<file path="src/rtl/hash_core.sv">
// SHA-256 single-block compression core: one round per clock, 67 edges from start to digest.
// The message schedule and round constants are supplied by the caller on Kt_i/Wt_i.
module hash_core (
    input  logic         clk,
    input  logic         rst_n,
    input  logic         d_valid,
    input  logic [31:0]  Kt_i,
    input  logic [31:0]  Wt_i,
    output logic [255:0] fin_hash
);

    localparam logic [255:0] IV =
        256'h6a09e667_bb67ae85_3c6ef372_a54ff53a_510e527f_9b05688c_1f83d9ab_5be0cd19;

    typedef enum logic [1:0] {IDLE, INIT, ROUND, FINAL} state_t;

    state_t      state;
    logic [5:0]  t;
    logic [31:0] a, b, c, d, e, f, g, h;
    logic [31:0] t1, t2;

    function automatic logic [31:0] big_s0(input logic [31:0] x);
        return {x[1:0], x[31:2]} ^ {x[12:0], x[31:13]} ^ {x[21:0], x[31:22]};
    endfunction

    function automatic logic [31:0] big_s1(input logic [31:0] x);
        return {x[5:0], x[31:6]} ^ {x[10:0], x[31:11]} ^ {x[24:0], x[31:25]};
    endfunction

    function automatic logic [31:0] ch(input logic [31:0] x, input logic [31:0] y,
                                       input logic [31:0] z);
        return (x & y) ^ (~x & z);
    endfunction

    function automatic logic [31:0] maj(input logic [31:0] x, input logic [31:0] y,
                                        input logic [31:0] z);
        return (x & y) ^ (x & z) ^ (y & z);
    endfunction

    always_comb begin
        t1 = h + big_s1(e) + ch(e, f, g) + Kt_i + Wt_i;
        t2 = big_s0(a) + maj(a, b, c);
    end

    always_ff @(posedge clk) begin
        if (rst_n) begin
            state    <= IDLE;
            t        <= 6'd0;
            {a, b, c, d, e, f, g, h} <= 256'h0;
            fin_hash <= 256'h0;
        end else begin
            case (state)
                IDLE: begin
                    if (d_valid) state <= INIT;
                end
                INIT: begin
                    {a, b, c, d, e, f, g, h} <= IV;
                    t     <= 6'd0;
                    state <= ROUND;
                end
                ROUND: begin
                    h <= g;
                    g <= f;
                    f <= e;
                    e <= d + t1;
                    d <= c;
                    c <= b;
                    b <= a;
                    a <= t1 + t2;
                    t <= t + 6'd1;
                    // t wraps back to 0 on the last round
                    if (t == 6'd63) state <= FINAL;
                end
                FINAL: begin
                    fin_hash <= {IV[255:224] + a, IV[223:192] + b,
                                 IV[191:160] + c, IV[159:128] + d,
                                 IV[127:96]  + e, IV[95:64]   + f,
                                 IV[63:32]   + g, IV[31:0]    + h};
                    state    <= IDLE;
                end
                default: state <= IDLE;
            endcase
        end
    end

endmodule

</file>
<file path="config.mk">
export PLATFORM = sky130hd
export DESIGN_NAME = hash_core
export DESIGN_NICKNAME = d
export VERILOG_FILES = /design/src/rtl/hash_core.sv
export SDC_FILE = /design/constraint.sdc
export NUM_CORES = 2
export LEC_CHECK = 0
export ABC_CLOCK_PERIOD_IN_PS = 14450
export CORE_MARGIN = 10
export CORE_UTILIZATION = 40
export DETAILED_ROUTE_END_ITERATION = 12
export GPL_TIMING_DRIVEN = 0
export HOLD_SLACK_MARGIN = 0.02
export PLACE_DENSITY = 0.64
export SYNTH_ARGS = -nofsm -noshare
export SYNTH_HDL_FRONTEND = slang
export SYNTH_SLANG_ARGS = --single-unit
</file>
<file path="constraint.sdc">
create_clock -name clk -period 14.45 [get_ports clk]
set_clock_uncertainty 0.1 [all_clocks]
set_input_delay 2.1675 -clock clk [delete_from_list [all_inputs] [get_ports clk]]
set_output_delay 2.1675 -clock clk [all_outputs]
set_load 0.02 [all_outputs]
</file>
==> flow_summary.toml <==
[routing]
wl_um = 143000
wl_per_cell_um = 27.2
vias = 30213
postRouteAntennaNets = 0
dr.pass1.iters = 6
drt_iter0_drc = 3224
drc = 0
via_per_inst = 5.75

[finish]
final_common_cell = "dfxtp_1"
final_nets = 4453
final_cell_mix = "dfxtp_1 (520), nor2_1 (506), clkdlybuf4s50_1 (321), xnor2_1 (288), inv_1 (287)"
drive_gt1_frac = 0.0512
area_delta_synth_final_pct = 20.4

[setup_path]
cp_slowest_cell = "a21oi_1"
crit_path_end_kind = "flip-flop"
path_class = "primary input to flip-flop"
critical_path_arrival_ps = 10540
cpPeakStageDelay_ps = 680
path_max_fanout = 6
crit_required_ps = 14880
critPathLaunchType = "primary input"

[clock_network]
htree_levels = 2
cts_resized = 0
cts_hold_buf = 0
cts_tree = "yes"
cts_setup_buffers = 0
clock_sinks = 520
clk_pin_slew_worst_paths_ps = 70
clockRootBuffer = "clkbuf_16"
clockBufferDepth = 3
worst_skew_pair.late_latency_ps = 670
numCtsBuffers = 58

[sta]
timing.setup.tns_ps = 0
worst-slew-pin-transition_ps = 1600
relSlewSlack = -0.0660
min_period_over_period = 0.700
setup_viol = 0
slew_viol_final = 11
fmax_ghz = 0.0989
hold_violations = 0
fin_crit_ps = 10110
rsz0062_at_grt = "no"

[grt]
grt_pass1_wl_um = 202000
grt_usage = 0.301
antenna_found_initial = 5
grt_start_max_net_pins = 17
grt_pass1_vias = 29084
grt_overflow = 0

[flow_run]
maxCapViolCount = 1

[yosys]
ys_async_sr_fraction = 0
syn_inst = 3775
ys_ff_latch = 520
synth.distinct_cells = 100
synthesis.nets = 4072
syn_area_per_cell_um2 = 8.46
syn_area_mm2 = 0.0319
synth_ff_type = "dfxtp_1"
synth_edf_count = 0
ys_warn_count = 0
yosysSeqAreaShare = 0.326

[placed_design]
gp_congestion = 1.01
port-buffer-count = 321
hpwlAfterDp_um = 112000

[hold_path]
hp-class = "flip-flop to flip-flop"

[floorplanning]
start_util = 0.404
ios = 323
die_w_um = 303
coreArea_mm2 = 0.0790
die_height_um = 303
die-area_mm2 = 0.0915
rows = 103

[run_status]
outcome = "finished with violations"
violations = "max-capacitance violations, max-slew violations"
## per-layer routing
| metal | GRT usage | routed length [um] | up-vias | share of wire |
|---|---|---|---|---|
| met1 | 0.362 | 54800 | 14537 | 0.38 |
| li1 | - | - | 13718 | - |
| met2 | 0.488 | 65000 | 1543 | 0.46 |
| met3 | 0.0585 | 12500 | 413 | 0.088 |
| met4 | 0.195 | 10600 | 2 | 0.074 |
| met5 | 0 | 13 | - | 0.000091 |
## registers in the layout, summed over array words and instances, names as in the netlist
signal / cells
fin_hash: 256
a: 32
b: 32
c: 32
d: 32
e: 32
f: 32
g: 32
h: 32
t: 6
state: 2
## worst paths after layout
kind	cells after the start	start	slack (ps)	end
worst max-delay path	29	Kt_i[4]	4340	a[31]
worst min-delay path	2	h[17]	360	h[17]
worst max register to register	28	e[20]	5420	a[31]
worst min register to register	2	h[17]	360	h[17]
## worst max-delay path: cells and delay by family
family | cells | cell delay (ps)
buf+inv | 5 | 670
compound gates | 14 | 3930
simple gates | 3 | 670
fa+ha+maj | 6 | 2980
xor+xnor | 1 | 130
## synth_stat cells, types with 26 or more instances
library cell    n  area, um^2
dfxtp_1       520       10400
nor2_1        506        1900
xnor2_1       288        2520
inv_1         287        1080
nand2_1       249         935
a21oi_1       238        1190
clkbuf_1      216         811
nand3_1       128         641
fa_1          125        2500
a211oi_1      112         841
ha_1          105        1310
a311oi_1       97         850
xor2_1         96         841
mux2i_1        95         951
o21ai_0        79         395
a221oi_1       53         464
nor3_1         53         265
a21o_1         39         293
buf_2          31         155
maj3_1         30         300
o21ai_1        28         140
buf_1          26        97.6
## through the flow
step                hold WS (ps)  cell area, um^2  setup slack (ps)   util  std cells
floorplan                    341            31900              5740      -       3775
global placement             352            36500              3890  0.462       5146
detailed placement           351            36500              3900  0.462       5146
CTS                          362            38400              4510  0.487       5251
global route                 389            38400              3890  0.487       5251
finish                       362            38500              4340  0.487       5252
## layout make-up
| cell class | instances | area [um^2] |
|---|---|---|
| Clock inverter | 23 | 280 |
| Inverter | 289 | 1080 |
| Antenna cell | 1 | 2.50 |
| Buffer | 275 | 1080 |
| Multi-Input combinational cell | 2691 | 19400 |
| Fill cell | 7810 | 40500 |
| Timing Repair Buffer | 321 | 3210 |
| Sequential cell | 520 | 10400 |
| Clock buffer | 82 | 1700 |
| Tap cell | 1050 | 1310 |
## kinds of logic (layout without fill, tap and decap cells)
kind of cell	count (synthesis)	in the layout	synth area share
and+or+nand+nor	1093	1093	0.151
AOI/OAI and AO/OA	856	856	0.190
buffers and inverters	564	990	0.0677
DFF	520	520	0.326
xor gates and xnor gates	384	384	0.105
adders and majority gates	260	260	0.129
muxes	98	98	0.0308
other	0	1	0
Power is left out: the tool's default activity adds up to more than one toggle a clock period on the data nets, which glitch-free logic cannot reach.
